File: src/rtl/shader_sequencer_pkg.sv
// Shared definitions for the shader sequencer: shader ids, default program count,
// FSM state encoding and the fade weight ceiling.
package shader_sequencer_pkg;

  localparam logic [3:0] SHADER_HGRAD   = 4'd0;
  localparam logic [3:0] SHADER_VGRAD   = 4'd1;
  localparam logic [3:0] SHADER_RADIAL  = 4'd2;
  localparam logic [3:0] SHADER_CHECKER = 4'd3;
  localparam logic [3:0] SHADER_SINE    = 4'd4;
  localparam logic [3:0] SHADER_SPIRAL  = 4'd5;

  localparam int NUM_SHADERS_DEF = 6;

  localparam logic [3:0] BLEND_MAX = 4'd15;

  typedef enum logic {
    ST_HOLD = 1'b0,
    ST_FADE = 1'b1
  } seq_state_t;

  // Wraps the last program back to program 0.
  function automatic logic [3:0] next_shader(input logic [3:0] cur, input int num);
    return (int'(cur) >= num - 1) ? 4'd0 : cur + 4'd1;
  endfunction

endpackage

File: src/rtl/shader_sequencer_btn_debounce.sv
// Raw active-low button -> 2-flop synchronizer -> debounced level -> 1-cycle press pulse.
// Pulse fires DEBOUNCE_CYCLES+2 cycles after a clean falling edge; releases are silent.
module btn_debounce #(
  parameter int DEBOUNCE_CYCLES = 250000
) (
  input  logic clk,
  input  logic rst_n,
  input  logic btn_n,
  output logic press
);

  localparam int CW = $clog2(DEBOUNCE_CYCLES + 1);
  localparam logic [CW-1:0] CNT_LAST = CW'(DEBOUNCE_CYCLES - 1);

  logic          sync1;
  logic          sync2;
  logic          level;
  logic [CW-1:0] cnt;

  // cnt counts consecutive synchronized samples that disagree with the accepted level.
  always_ff @(posedge clk or negedge rst_n) begin
    if (!rst_n) begin
      sync1 <= 1'b1;
      sync2 <= 1'b1;
      level <= 1'b1;
      cnt   <= '0;
      press <= 1'b0;
    end else begin
      sync1 <= btn_n;
      sync2 <= sync1;
      press <= 1'b0;
      if (sync2 == level) begin
        cnt <= '0;
      end else if (cnt == CNT_LAST) begin
        level <= sync2;
        cnt   <= '0;
        press <= ~sync2;
      end else begin
        cnt <= cnt + 1'b1;
      end
    end
  end

endmodule

File: src/rtl/shader_sequencer.sv
// Frame-synchronous shader program sequencer with 16-frame cross-fade and two debounced buttons.
// All outputs are registered and change only on the cycle after frame_start (auto_mode: after a mode press).
module shader_sequencer
  import shader_sequencer_pkg::*;
#(
  parameter int NUM_SHADERS       = NUM_SHADERS_DEF,
  parameter int FRAMES_PER_SHADER = 30,
  parameter int DEBOUNCE_CYCLES   = 250000
) (
  input  logic       clk,
  input  logic       rst_n,
  input  logic       btn_next_n,
  input  logic       btn_mode_n,
  input  logic       frame_start,
  output logic [3:0] shader_select,
  output logic [3:0] shader_next,
  output logic [3:0] blend,
  output logic       auto_mode,
  output logic       fading
);

  localparam int DW = $clog2(FRAMES_PER_SHADER + 1);
  localparam logic [DW-1:0] DWELL_LAST = DW'(FRAMES_PER_SHADER - 1);

  logic          next_press;
  logic          mode_press;
  seq_state_t    state;
  logic [DW-1:0] dwell;
  logic          pending;

  logic          auto_nxt;
  logic [DW-1:0] dwell_base;
  logic          pend_nxt;
  logic          fade_go;

  btn_debounce #(.DEBOUNCE_CYCLES(DEBOUNCE_CYCLES)) u_next_db (
    .clk   (clk),
    .rst_n (rst_n),
    .btn_n (btn_next_n),
    .press (next_press)
  );

  btn_debounce #(.DEBOUNCE_CYCLES(DEBOUNCE_CYCLES)) u_mode_db (
    .clk   (clk),
    .rst_n (rst_n),
    .btn_n (btn_mode_n),
    .press (mode_press)
  );

  // A coincident mode press is applied before the dwell test, so the test sees the cleared dwell.
  always_comb begin
    auto_nxt   = auto_mode ^ mode_press;
    dwell_base = mode_press ? '0 : dwell;
    pend_nxt   = pending | next_press;
    fade_go    = pend_nxt | (auto_nxt & (dwell_base == DWELL_LAST));
  end

  always_ff @(posedge clk or negedge rst_n) begin
    if (!rst_n) begin
      state         <= ST_HOLD;
      shader_select <= 4'd0;
      shader_next   <= 4'd0;
      blend         <= 4'd0;
      fading        <= 1'b0;
      auto_mode     <= 1'b1;
      dwell         <= '0;
      pending       <= 1'b0;
    end else begin
      auto_mode <= auto_nxt;
      pending   <= pend_nxt;
      dwell     <= dwell_base;
      case (state)
        ST_HOLD: begin
          if (frame_start) begin
            if (fade_go) begin
              state       <= ST_FADE;
              shader_next <= next_shader(shader_select, NUM_SHADERS);
              blend       <= 4'd1;
              fading      <= 1'b1;
              pending     <= 1'b0;
              dwell       <= '0;
            end else if (auto_nxt && (dwell_base != DWELL_LAST)) begin
              dwell <= dwell_base + 1'b1;
            end
          end
        end
        ST_FADE: begin
          if (frame_start) begin
            if (blend == BLEND_MAX) begin
              state         <= ST_HOLD;
              shader_select <= shader_next;
              blend         <= 4'd0;
              fading        <= 1'b0;
              dwell         <= '0;
            end else begin
              blend <= blend + 4'd1;
            end
          end
        end
      endcase
    end
  end

endmodule

File: config.mk
export PLATFORM = sky130hd
export DESIGN_NAME = shader_sequencer
export DESIGN_NICKNAME = d
export VERILOG_FILES = /design/src/rtl/shader_sequencer_pkg.sv /design/src/rtl/shader_sequencer_btn_debounce.sv /design/src/rtl/shader_sequencer.sv
export SDC_FILE = /design/constraint.sdc
export NUM_CORES = 1
export LEC_CHECK = 0
export ABC_AREA = 1
export CORE_ASPECT_RATIO = 0.7
export CORE_MARGIN = 2
export CORE_UTILIZATION = 45
export DETAILED_ROUTE_END_ITERATION = 7
export GPL_ROUTABILITY_DRIVEN = 0
export PLACE_DENSITY = 0.65
export SETUP_SLACK_MARGIN = 0.02
export SLEW_MARGIN = 20
export SYNTH_ARGS = -nofsm -noshare
export SYNTH_HDL_FRONTEND = slang
export SYNTH_SLANG_ARGS = --single-unit
export TNS_END_PERCENT = 10
File: constraint.sdc
create_clock -name clk -period 1.6 [get_ports clk]
set_input_delay 0.16 -clock clk [delete_from_list [all_inputs] [get_ports clk]]
set_output_delay 0.16 -clock clk [all_outputs]
set_load 0.03 [all_outputs]
==> results.sh, run 1 <==
export IMPL_setup_violations=0
export IMPL_worstPathArrival_ps=1810
export IMPL_port_buffers=18
export IMPL_synth_async_sr_flop_share_pct=100
export IMPL_coreArea_um2=7380
export IMPL_yosysWarnings=0
export IMPL_crit_type="flip-flop to flip-flop"
export IMPL_fin_setup_tns_ps=0
export IMPL_dieWidth_um=109
export IMPL_grt_pass1_wl_um=13100
export IMPL_synth_top_area_cell="dfrtp_1"
export IMPL_start_util_pct=47.1
export IMPL_grt_use_total_pct=19.8
export IMPL_root_buffer="clkbuf_8"
export IMPL_gr_total_overflow=0
export IMPL_ff2ff_path_depth=8
export IMPL_syn_num_nets=458
export IMPL_cp_cell_sequence="ha_2, nand2_2, nor2_4, inv_2, nor3_4, buf_4, xor2_1, nor2_1"
export IMPL_dp_hpwl_um=5490
export IMPL_cts_tree="built"
export IMPL_vias=3016
export IMPL_ys_seq_area_share_pct=47.0
export IMPL_skew_ps=8.78
export IMPL_num_nets_final=506
export IMPL_dp_cells=575
export IMPL_h_tree_depth=3
export IMPL_rsz0062_at_grt="true"
export IMPL_max_cap_violations=0
export IMPL_die_h_um=77.5
export IMPL_clock_latency_ps=340
export IMPL_p_leak_nw=1.94
export IMPL_slew_headroom_pct=72.2
export IMPL_antenna_found_initial=0
export IMPL_antenna_cells=0
export IMPL_worst_slack_ps=14.2
export IMPL_hold_depth=1
export IMPL_drtAntennaViolNets=0
export IMPL_fmax_mhz=631
export IMPL_path_max_fanout=5
export IMPL_ir_drop_mv=0.614
export IMPL_fin_crit_sh_pct=99.1
export IMPL_wl_per_cell_um=13.2
export IMPL_cp_slowest_cell="dfrtp_1"
export IMPL_start_kind="flip-flop"
export IMPL_die_area_um2=8460
export IMPL_hold_class="input pin to flip-flop"
export IMPL_cts_path_max_buffers=2
export IMPL_cts_buffers=9
export IMPL_io_pins=19
export IMPL_timing_final_crit_period_ps=1590
export IMPL_p_per_area_nw_per_um2=823
export IMPL_dpl_worst_slack_ps=-57.2
export IMPL_wl_um=7860
export IMPL_synth_edff_count=0
export IMPL_synth_seq_cells=65
export IMPL_area_growth_pct=22.3
export IMPL_status="complete, no violations"
export IMPL_synth_area_leaders="dfrtp_1 42%, nand2_1 11%, nor2_1 9.1%"
export IMPL_num_rows=26
export IMPL_ys_flop_type="dfrtp_1"
export IMPL_avgSynthCellArea_um2=7.80
export IMPL_slew_viol_final=0
export IMPL_finalHoldViolations=0
export IMPL_ys_types=31
export IMPL_final_common_cell="nand2_1"
export IMPL_cts_sinks=65
export IMPL_final_cells=597
export IMPL_synthCells=446
export IMPL_route_detailed_drc=0
export IMPL_max_stage_delay_ps=350
export IMPL_clkTransAtPathRegs_ps=70
export IMPL_num_fill_cells=681
export IMPL_grt_max_degree=66
export IMPL_grt_pass1_vias=2846
export IMPL_synth_top_cell_area_share_pct=41.7
export IMPL_worstPathRequired_ps=1820
export IMPL_drt_iter0_drc=239
export IMPL_layout_common_cells="91 x nand2_1, 78 x nor2_1, 58 x dfrtp_1"
export IMPL_syn_area_um2=3480
export IMPL_worst_slew_pin_slew_ps=416
export IMPL_end_kind="flip-flop"
export IMPL_drt_first_pass_iters=4
export IMPL_drive_gt1_share_pct=17.8
export IMPL_viasPerCell=5.05
metrics by stage:
step	total power [mW]	cell area [um^2]	util [%]	hold slack (ps)
after floorplan	1.91	3480	-	-136
after global placement	2.04	3880	52.6	205
after detailed placement	2.05	3880	52.6	204
after CTS	3.48	4100	55.5	198
after global routing	3.66	4250	57.6	207
final	3.50	4250	57.6	226
per-layer routing:
layer	wire (um)	up-vias	part of all wire, %	GRT usage, %
li1	-	1525	-	-
met1	3960	1414	50	28.9
met2	3460	68	44	28.7
met3	342	9	4.4	5.29
met4	91	0	1.2	5.77
met5	0	-	0	0
worst paths after layout:
path	startpoint	end	slack [ps]
hold / removal	btn_mode_n	u_mode_db.sync1$_DFF_PN1_	230
setup reg to reg	u_mode_db.cnt[1]$_DFF_PN0_	u_mode_db.cnt[6]$_DFF_PN0_	10
min in group asynchronous	rst_n	dwell[4]$_DFF_PN0_	340
max in group asynchronous	rst_n	u_mode_db.sync1$_DFF_PN1_	920
setup / recovery	u_mode_db.cnt[1]$_DFF_PN0_	u_mode_db.cnt[6]$_DFF_PN0_	10
hold reg to reg	u_mode_db.sync1$_DFF_PN1_	u_mode_db.sync2$_DFF_PN1_	360
repair_timing:
action,4_1_cts,5_1_grt
resized for setup,17,42
setup buffers,1,3
hold buffers,1,0
setup endpoints to repair,25,39
pin swaps,1,14
gates cloned,0,1
endpoints found under the hold margin,58,0
cells in the mapped netlist, drive strengths merged (4+ instances only):
master and count:
nor2 88, nand3 34, dfrtp 58, a21oi 5, nor3 18, inv 58
nand4 14, ha 7, o21ai 21, nand2 103, xnor2 4, xor2 15
dfstp 7
final cells by class:
| type | count | area, um^2 | area share (%) |
|---|---|---|---|
| Inverter | 58 | 220 | 5.18 |
| Timing Repair Buffer | 36 | 324 | 7.62 |
| Clock inverter | 3 | 40.0 | 0.942 |
| Multi-Input combinational cell | 324 | 1750 | 41.2 |
| Clock buffer | 13 | 159 | 3.74 |
| Tap cell | 98 | 123 | 2.88 |
| Sequential cell | 65 | 1640 | 38.5 |
registers in the layout, indices dropped and copies added (netlist names), 4 cells and up:
register / count
shader_next: 4
u_mode_db.cnt: 18
shader_select: 4
u_next_db.cnt: 18
blend: 4
dwell: 5
where the power goes:
| group | internal [mW] | switching (mW) |
|---|---|---|
| clock network | 0.801 | 0.609 |
| registers | 1.70 | 0.0474 |
| logic | 0.136 | 0.212 |
| total | 2.63 | 0.869 |
cell families (layout without fill, tap and decap cells):
logic type,after synthesis,in the layout,synth area share (%)
DFF,65,65,47.0
adders and majority gates,7,7,2.52
and+or+nand+nor,263,264,33.6
xor gates and xnor gates,19,19,4.79
AOI/OAI and AO/OA,34,34,5.79
buffers and inverters,58,110,6.26
critical path: cells and delay by family (launching register included):
family | cells | cell delay (ps)
XOR/XNOR | 1 | 140
adder cells (fa/ha/maj) | 1 | 190
buffers and inverters | 2 | 240
flip-flops | 1 | 350
AND/OR/NAND/NOR | 4 | 540
No activity file was read; power rests on OpenSTA's default activity.
==> run 2: changes to the inputs <==
Settings changed: CAP_MARGIN set to 20, GPL_ROUTABILITY_DRIVEN 0 to 1, HOLD_SLACK_MARGIN set to 0.12.
==> run 2 against run 1 <==
Compared with the run above: clock power is 12% lower; die area did not move; cell area is 1.0% lower; wire length decreased by 1.2%; cell count is 0.34% higher; sequential cell count is the same; hold slack worse by 4.2 ps; worst setup slack improved by 40 ps; clock skew rose by 2.4 ps; critical path depth increased by 3.
==> results.sh, run 2 (synthesis gave the netlist of run 1 again) <==
export IMPL_status="complete, no violations"
export IMPL_fin_setup_tns_ps=0
export IMPL_multi_input_area_um2=1730
export IMPL_cts_path_max_buffers=2
export IMPL_wl_per_cell_um=13.0
export IMPL_finalHoldViolations=0
export IMPL_max_stage_delay_ps=410
export IMPL_hold_class="input pin to flip-flop"
export IMPL_cts_buffers=9
export IMPL_p_per_area_nw_per_um2=797
export IMPL_drt_first_pass_iters=5
export IMPL_cts_sinks=65
export IMPL_wl_um=7760
export IMPL_worst_slew_pin_slew_ps=592
export IMPL_worstPathRequired_ps=1830
export IMPL_route_met3_wl_um=436
export IMPL_die_h_um=77.5
export IMPL_layout_common_cells="93 x nand2_1, 79 x nor2_1, 57 x dfrtp_1"
export IMPL_root_buffer="clkbuf_8"
export IMPL_final_common_cell="nand2_1"
export IMPL_crit_buf_inv=2
export IMPL_fin_crit_sh_pct=96.6
export IMPL_switching_share_pct=26.9
export IMPL_grt_pass1_wl_um=12700
export IMPL_p_leak_nw=1.94
export IMPL_h_tree_depth=3
export IMPL_vias=3057
export IMPL_worstReg2RegStart="u_mode_db.press$_DFF_PN0_"
export IMPL_fmax_mhz=647
export IMPL_antenna_found_initial=0
export IMPL_routed_wl_met2_um=3250
export IMPL_worstPathArrival_ps=1780
export IMPL_skew_ps=11.1
export IMPL_start_kind="flip-flop"
export IMPL_worst_slack_ps=54.5
export IMPL_max_cap_violations=0
export IMPL_cp_slowest_cell="dfrtp_1"
export IMPL_port_buffers=18
export IMPL_route_detailed_drc=0
export IMPL_end_kind="flip-flop"
export IMPL_dpl_worst_slack_ps=3.37
export IMPL_dp_hpwl_um=5350
export IMPL_crit_type="flip-flop to flip-flop"
export IMPL_crit_start="u_mode_db.press$_DFF_PN0_"
export IMPL_hp_start="btn_mode_n"
export IMPL_gr_total_overflow=0
export IMPL_antenna_cells=0
export IMPL_slew_headroom_pct=60.4
export IMPL_area_growth_pct=21.0
export IMPL_slew_viol_final=0
export IMPL_io_pins=19
export IMPL_num_fill_cells=664
export IMPL_met1_length_um=3960
export IMPL_cp_cell_sequence="inv_2, nand2_4, inv_4, ha_4, nand3_4, nor2_1, nand2_1, nand2_2, nand2_4, nand2_1, o21ai_0"
export IMPL_coreArea_um2=7380
export IMPL_drive_gt1_share_pct=16.2
export IMPL_grt_pass1_vias=2680
export IMPL_p_int_mw=2.45
export IMPL_largestRegisters="u_mode_db.cnt (18), u_next_db.cnt (18), dwell (5)"
export IMPL_grt_use_total_pct=19.3
export IMPL_viasPerCell=5.10
export IMPL_drtAntennaViolNets=0
export IMPL_cts_tree="built"
export IMPL_drt_iter0_drc=313
export IMPL_topRoutingLayerUsed="met4"
export IMPL_power_frac_comb_pct=11.1
export IMPL_clkPwrFrac_pct=36.9
export IMPL_power_switching_mw=0.902
export IMPL_grt_max_degree=66
export IMPL_gp_congestion=0.911
export IMPL_p_seq_share_pct=52.0
export IMPL_num_rows=26
export IMPL_die_area_um2=8460
export IMPL_ir_drop_mv=0.618
export IMPL_clock_latency_ps=340
export IMPL_rsz0062_at_grt="true"
export IMPL_start_util_pct=47.1
export IMPL_path_max_fanout=5
export IMPL_clkTransAtPathRegs_ps=80
export IMPL_setup_violations=0
export IMPL_cp_top_family="simple AND/OR/NAND/NOR gates"
export IMPL_num_nets_final=508
export IMPL_timing_final_crit_period_ps=1550
export IMPL_dieWidth_um=109
export IMPL_regArea_um2=1640
run 2: cell types whose count changed in the layout (fill, tap and decap cells not counted), moves of 2 or more:
cell / previous run / this run
inv_2: 7 / 5
ha_2: 2 / 0
buf_6: 2 / 0
o21ai_0: 15 / 17
inv_1: 50 / 52
nand2_2: 9 / 7
buf_4: 14 / 18
nand2_1: 91 / 93
ha_1: 4 / 6
run 2: final timing paths:
path,cells after the start,end,slack [ps]
max in group asynchronous,3,u_next_db.sync1$_DFF_PN1_,920
min,1,u_mode_db.sync1$_DFF_PN1_,220
min in group asynchronous,3,dwell[3]$_DFF_PN0_,350
max reg2reg,11,shader_next[3]$_DFFE_PN0P_,50
min reg2reg,0,u_next_db.sync2$_DFF_PN1_,350
max,11,shader_next[3]$_DFFE_PN0P_,50
run 2: per-layer routing:
metal,GRT usage (%),vias up
met2,27.3,101
met3,4.54,13
li1,-,1538
met1,28.8,1405
met4,6.54,0
met5,0,-
run 2: area by class of cell:
type / instances / area share, %
clock inverter: 3 / 0.416
sequential: 65 / 38.9
clock buffer: 13 / 3.54
timing repair buffer: 38 / 7.94
multi-input combinational: 324 / 41.1
tap: 98 / 2.91
inverter: 58 / 5.23
run 2: repair_timing:
action / CTS / global route
resized for setup: 14 / 33
pin swaps: 0 / 5
gates cloned: 0 / 1
buffers inserted: 0 / 4
hold buffers: 1 / 0
endpoints found under the hold margin: 61 / 0
endpoints found under the setup margin: 16 / 27
run 2: power by group through the flow:
stage          Sequential (mW)  Combinational (mW)  Clock, mW
4_1_cts                   1.73               0.283       1.28
3_3_place_gp              1.76               0.279          0
6_report                  1.74               0.373       1.24
5_1_grt                   1.75               0.414       1.36
3_5_place_dp              1.76               0.289          0
2_1_floorplan             1.79               0.120          0
run 2: worst reg2reg max path, cell delays in order, from the launching register on:
cell and delay [ps]:
dfrtp_1 410, inv_2 90, nand2_4 70, inv_4 70, ha_4 130, nand3_4 70
nor2_1 110, nand2_1 110, nand2_2 160, nand2_4 80, nand2_1 80, o21ai_0 70
run 2: through the flow:
step           area (um^2)  power [mW]  std cells  util [%]  hold slack [ps]
6_report              4210        3.35        599      57.0              222
5_1_grt               4210        3.53        599      57.0              197
4_1_cts               4070        3.29        594      55.1              203
3_5_place_dp          3900        2.05        577      52.8              207
3_3_place_gp          3900        2.04        577      52.8              206
2_1_floorplan         3480        1.91        446         -             -136
==> run 3: changes to the inputs <==
Settings changed: RECOVER_POWER set to 25.
==> run 3 against run 2 <==
Compared with the run above: via count rose by 0.20%; cell count did not move; register-to-register slack barely moved; combinational power fell by 1%; sequential power barely moved; total power fell by 0.15%; utilization fell by 0.17 points; clock power barely moved; hold slack improved by 130 ps; fmax barely moved; critical endpoint unchanged.
==> results.sh, run 3 (synthesis gave the netlist of run 1 again) <==
export IMPL_worstPathArrival_ps=1780
export IMPL_grt_pass1_vias=2680
export IMPL_area_growth_pct=20.7
export IMPL_crit_buf_inv=2
export IMPL_wl_per_cell_um=12.9
export IMPL_dpl_worst_slack_ps=3.37
export IMPL_slew_viol_final=0
export IMPL_drt_first_pass_iters=5
export IMPL_coreArea_um2=7380
export IMPL_cp_slowest_cell="dfrtp_1"
export IMPL_num_fill_cells=666
export IMPL_start_util_pct=47.1
export IMPL_io_pins=19
export IMPL_clkTransAtPathRegs_ps=80
export IMPL_port_buffers=18
export IMPL_ir_drop_mv=0.618
export IMPL_vias=3063
export IMPL_gp_congestion=0.911
export IMPL_drt_iter0_drc=313
export IMPL_timing_final_crit_period_ps=1550
export IMPL_antenna_found_initial=0
export IMPL_worstPathRequired_ps=1830
export IMPL_grt_max_degree=66
export IMPL_layout_common_cells="93 x nand2_1, 79 x nor2_1, 57 x dfrtp_1"
export IMPL_fin_crit_sh_pct=96.7
export IMPL_cts_path_max_buffers=2
export IMPL_num_rows=26
export IMPL_skew_ps=11.1
export IMPL_cp_cell_sequence="inv_2, nand2_4, inv_4, ha_4, nand3_4, nor2_1, nand2_1, nand2_2, nand2_4, nand2_1, o21ai_0"
export IMPL_final_common_cell="nand2_1"
export IMPL_cts_sinks=65
export IMPL_die_h_um=77.5
export IMPL_root_buffer="clkbuf_8"
export IMPL_end_kind="flip-flop"
export IMPL_grt_use_total_pct=19.3
export IMPL_worst_slew_pin_slew_ps=882
export IMPL_viasPerCell=5.11
export IMPL_cts_buffers=9
export IMPL_h_tree_depth=3
export IMPL_worst_slack_ps=53.3
export IMPL_dp_hpwl_um=5350
export IMPL_gr_total_overflow=0
export IMPL_wl_um=7760
export IMPL_antenna_cells=0
export IMPL_status="complete, no violations"
export IMPL_dieWidth_um=109
export IMPL_cp_top_family="simple AND/OR/NAND/NOR gates"
export IMPL_fmax_mhz=647
export IMPL_hold_class="flip-flop to flip-flop"
export IMPL_largestRegisters="u_mode_db.cnt (18), u_next_db.cnt (18), dwell (5)"
export IMPL_p_per_area_nw_per_um2=798
export IMPL_start_kind="flip-flop"
export IMPL_setup_violations=0
export IMPL_clock_latency_ps=340
export IMPL_rsz0062_at_grt="true"
export IMPL_drive_gt1_share_pct=16.2
export IMPL_max_stage_delay_ps=410
export IMPL_crit_type="flip-flop to flip-flop"
export IMPL_drtAntennaViolNets=0
export IMPL_finalHoldViolations=0
export IMPL_slew_headroom_pct=41.2
export IMPL_total_power_mw=3.35
export IMPL_max_cap_violations=0
export IMPL_p_leak_nw=1.93
export IMPL_route_detailed_drc=0
export IMPL_cts_tree="built"
export IMPL_num_nets_final=508
export IMPL_die_area_um2=8460
export IMPL_path_max_fanout=5
export IMPL_grt_pass1_wl_um=12700
## run 3: cell count changes in the layout (fill, tap and decap cells not counted), sizes merged
cell	delta
clkdlybuf4s50	-2
dlygate4sd3	+2
clkbuf	+1
buf	-1
## run 3: worst reg2reg max path: stages, from the launching register on
cell and delay, ps:
dfrtp_1 410, inv_2 90, nand2_4 70, inv_4 70
ha_4 130, nand3_4 70, nor2_1 110, nand2_1 110
nand2_2 160, nand2_4 80, nand2_1 80, o21ai_0 70
## run 3: worst paths after layout
kind                                           start                          to  slack, ps  cells after the start
setup / recovery           u_mode_db.press$_DFF_PN0_  shader_next[3]$_DFFE_PN0P_         50                     11
hold / removal             u_next_db.sync1$_DFF_PN1_   u_next_db.sync2$_DFF_PN1_        350                      0
setup reg to reg           u_mode_db.press$_DFF_PN0_  shader_next[3]$_DFFE_PN0P_         50                     11
hold reg to reg            u_next_db.sync1$_DFF_PN1_   u_next_db.sync2$_DFF_PN1_        350                      0
max in group asynchronous                      rst_n        blend[0]$_DFFE_PN0P_        430                      3
min in group asynchronous                      rst_n          dwell[3]$_DFF_PN0_        570                      3
## run 3: what timing repair did
action,4_1_cts,5_1_grt
pin swaps,0,5
setup buffers,0,4
hold buffers,1,0
hold endpoints to repair,61,0
cloned,0,1
resized for setup,14,33
setup endpoints to repair,16,27
## run 3: where the power goes
part	switching, mW	internal [mW]
registers	0.0448	1.70
clock network	0.636	0.602
logic	0.221	0.147
total	0.901	2.45
## run 3: final cells by class
cell class	instances	area [um^2]	share of cell area [%]
flip-flops and latches	65	1640	39.0
well taps	98	123	2.92
clock inverters	3	17.5	0.418
inverters	58	220	5.25
clock buffers	13	149	3.55
repair buffers	38	322	7.66
multi-input cells	324	1730	41.2
## run 3: layer usage
layer / part of all wire (%) / global-route usage, % / vias to the layer above
met2: 42 / 27.3 / 110
met5: 0 / 0 / -
met1: 51 / 28.8 / 1403
met4: 1.3 / 6.54 / 0
li1: - / - / 1537
met3: 6.2 / 4.54 / 13
## run 3: through the flow
stage                     hold WS [ps]  cell area [um^2]  cells  util, %  setup TNS, ps
final                              350              4200    599     56.8              0
after global routing               333              4200    599     56.8           -322
after CTS                          203              4070    594     55.1              0
after detailed placement           207              3900    577     52.8              0
after global placement             206              3900    577     52.8              0
after floorplan                   -136              3480    446        -              0
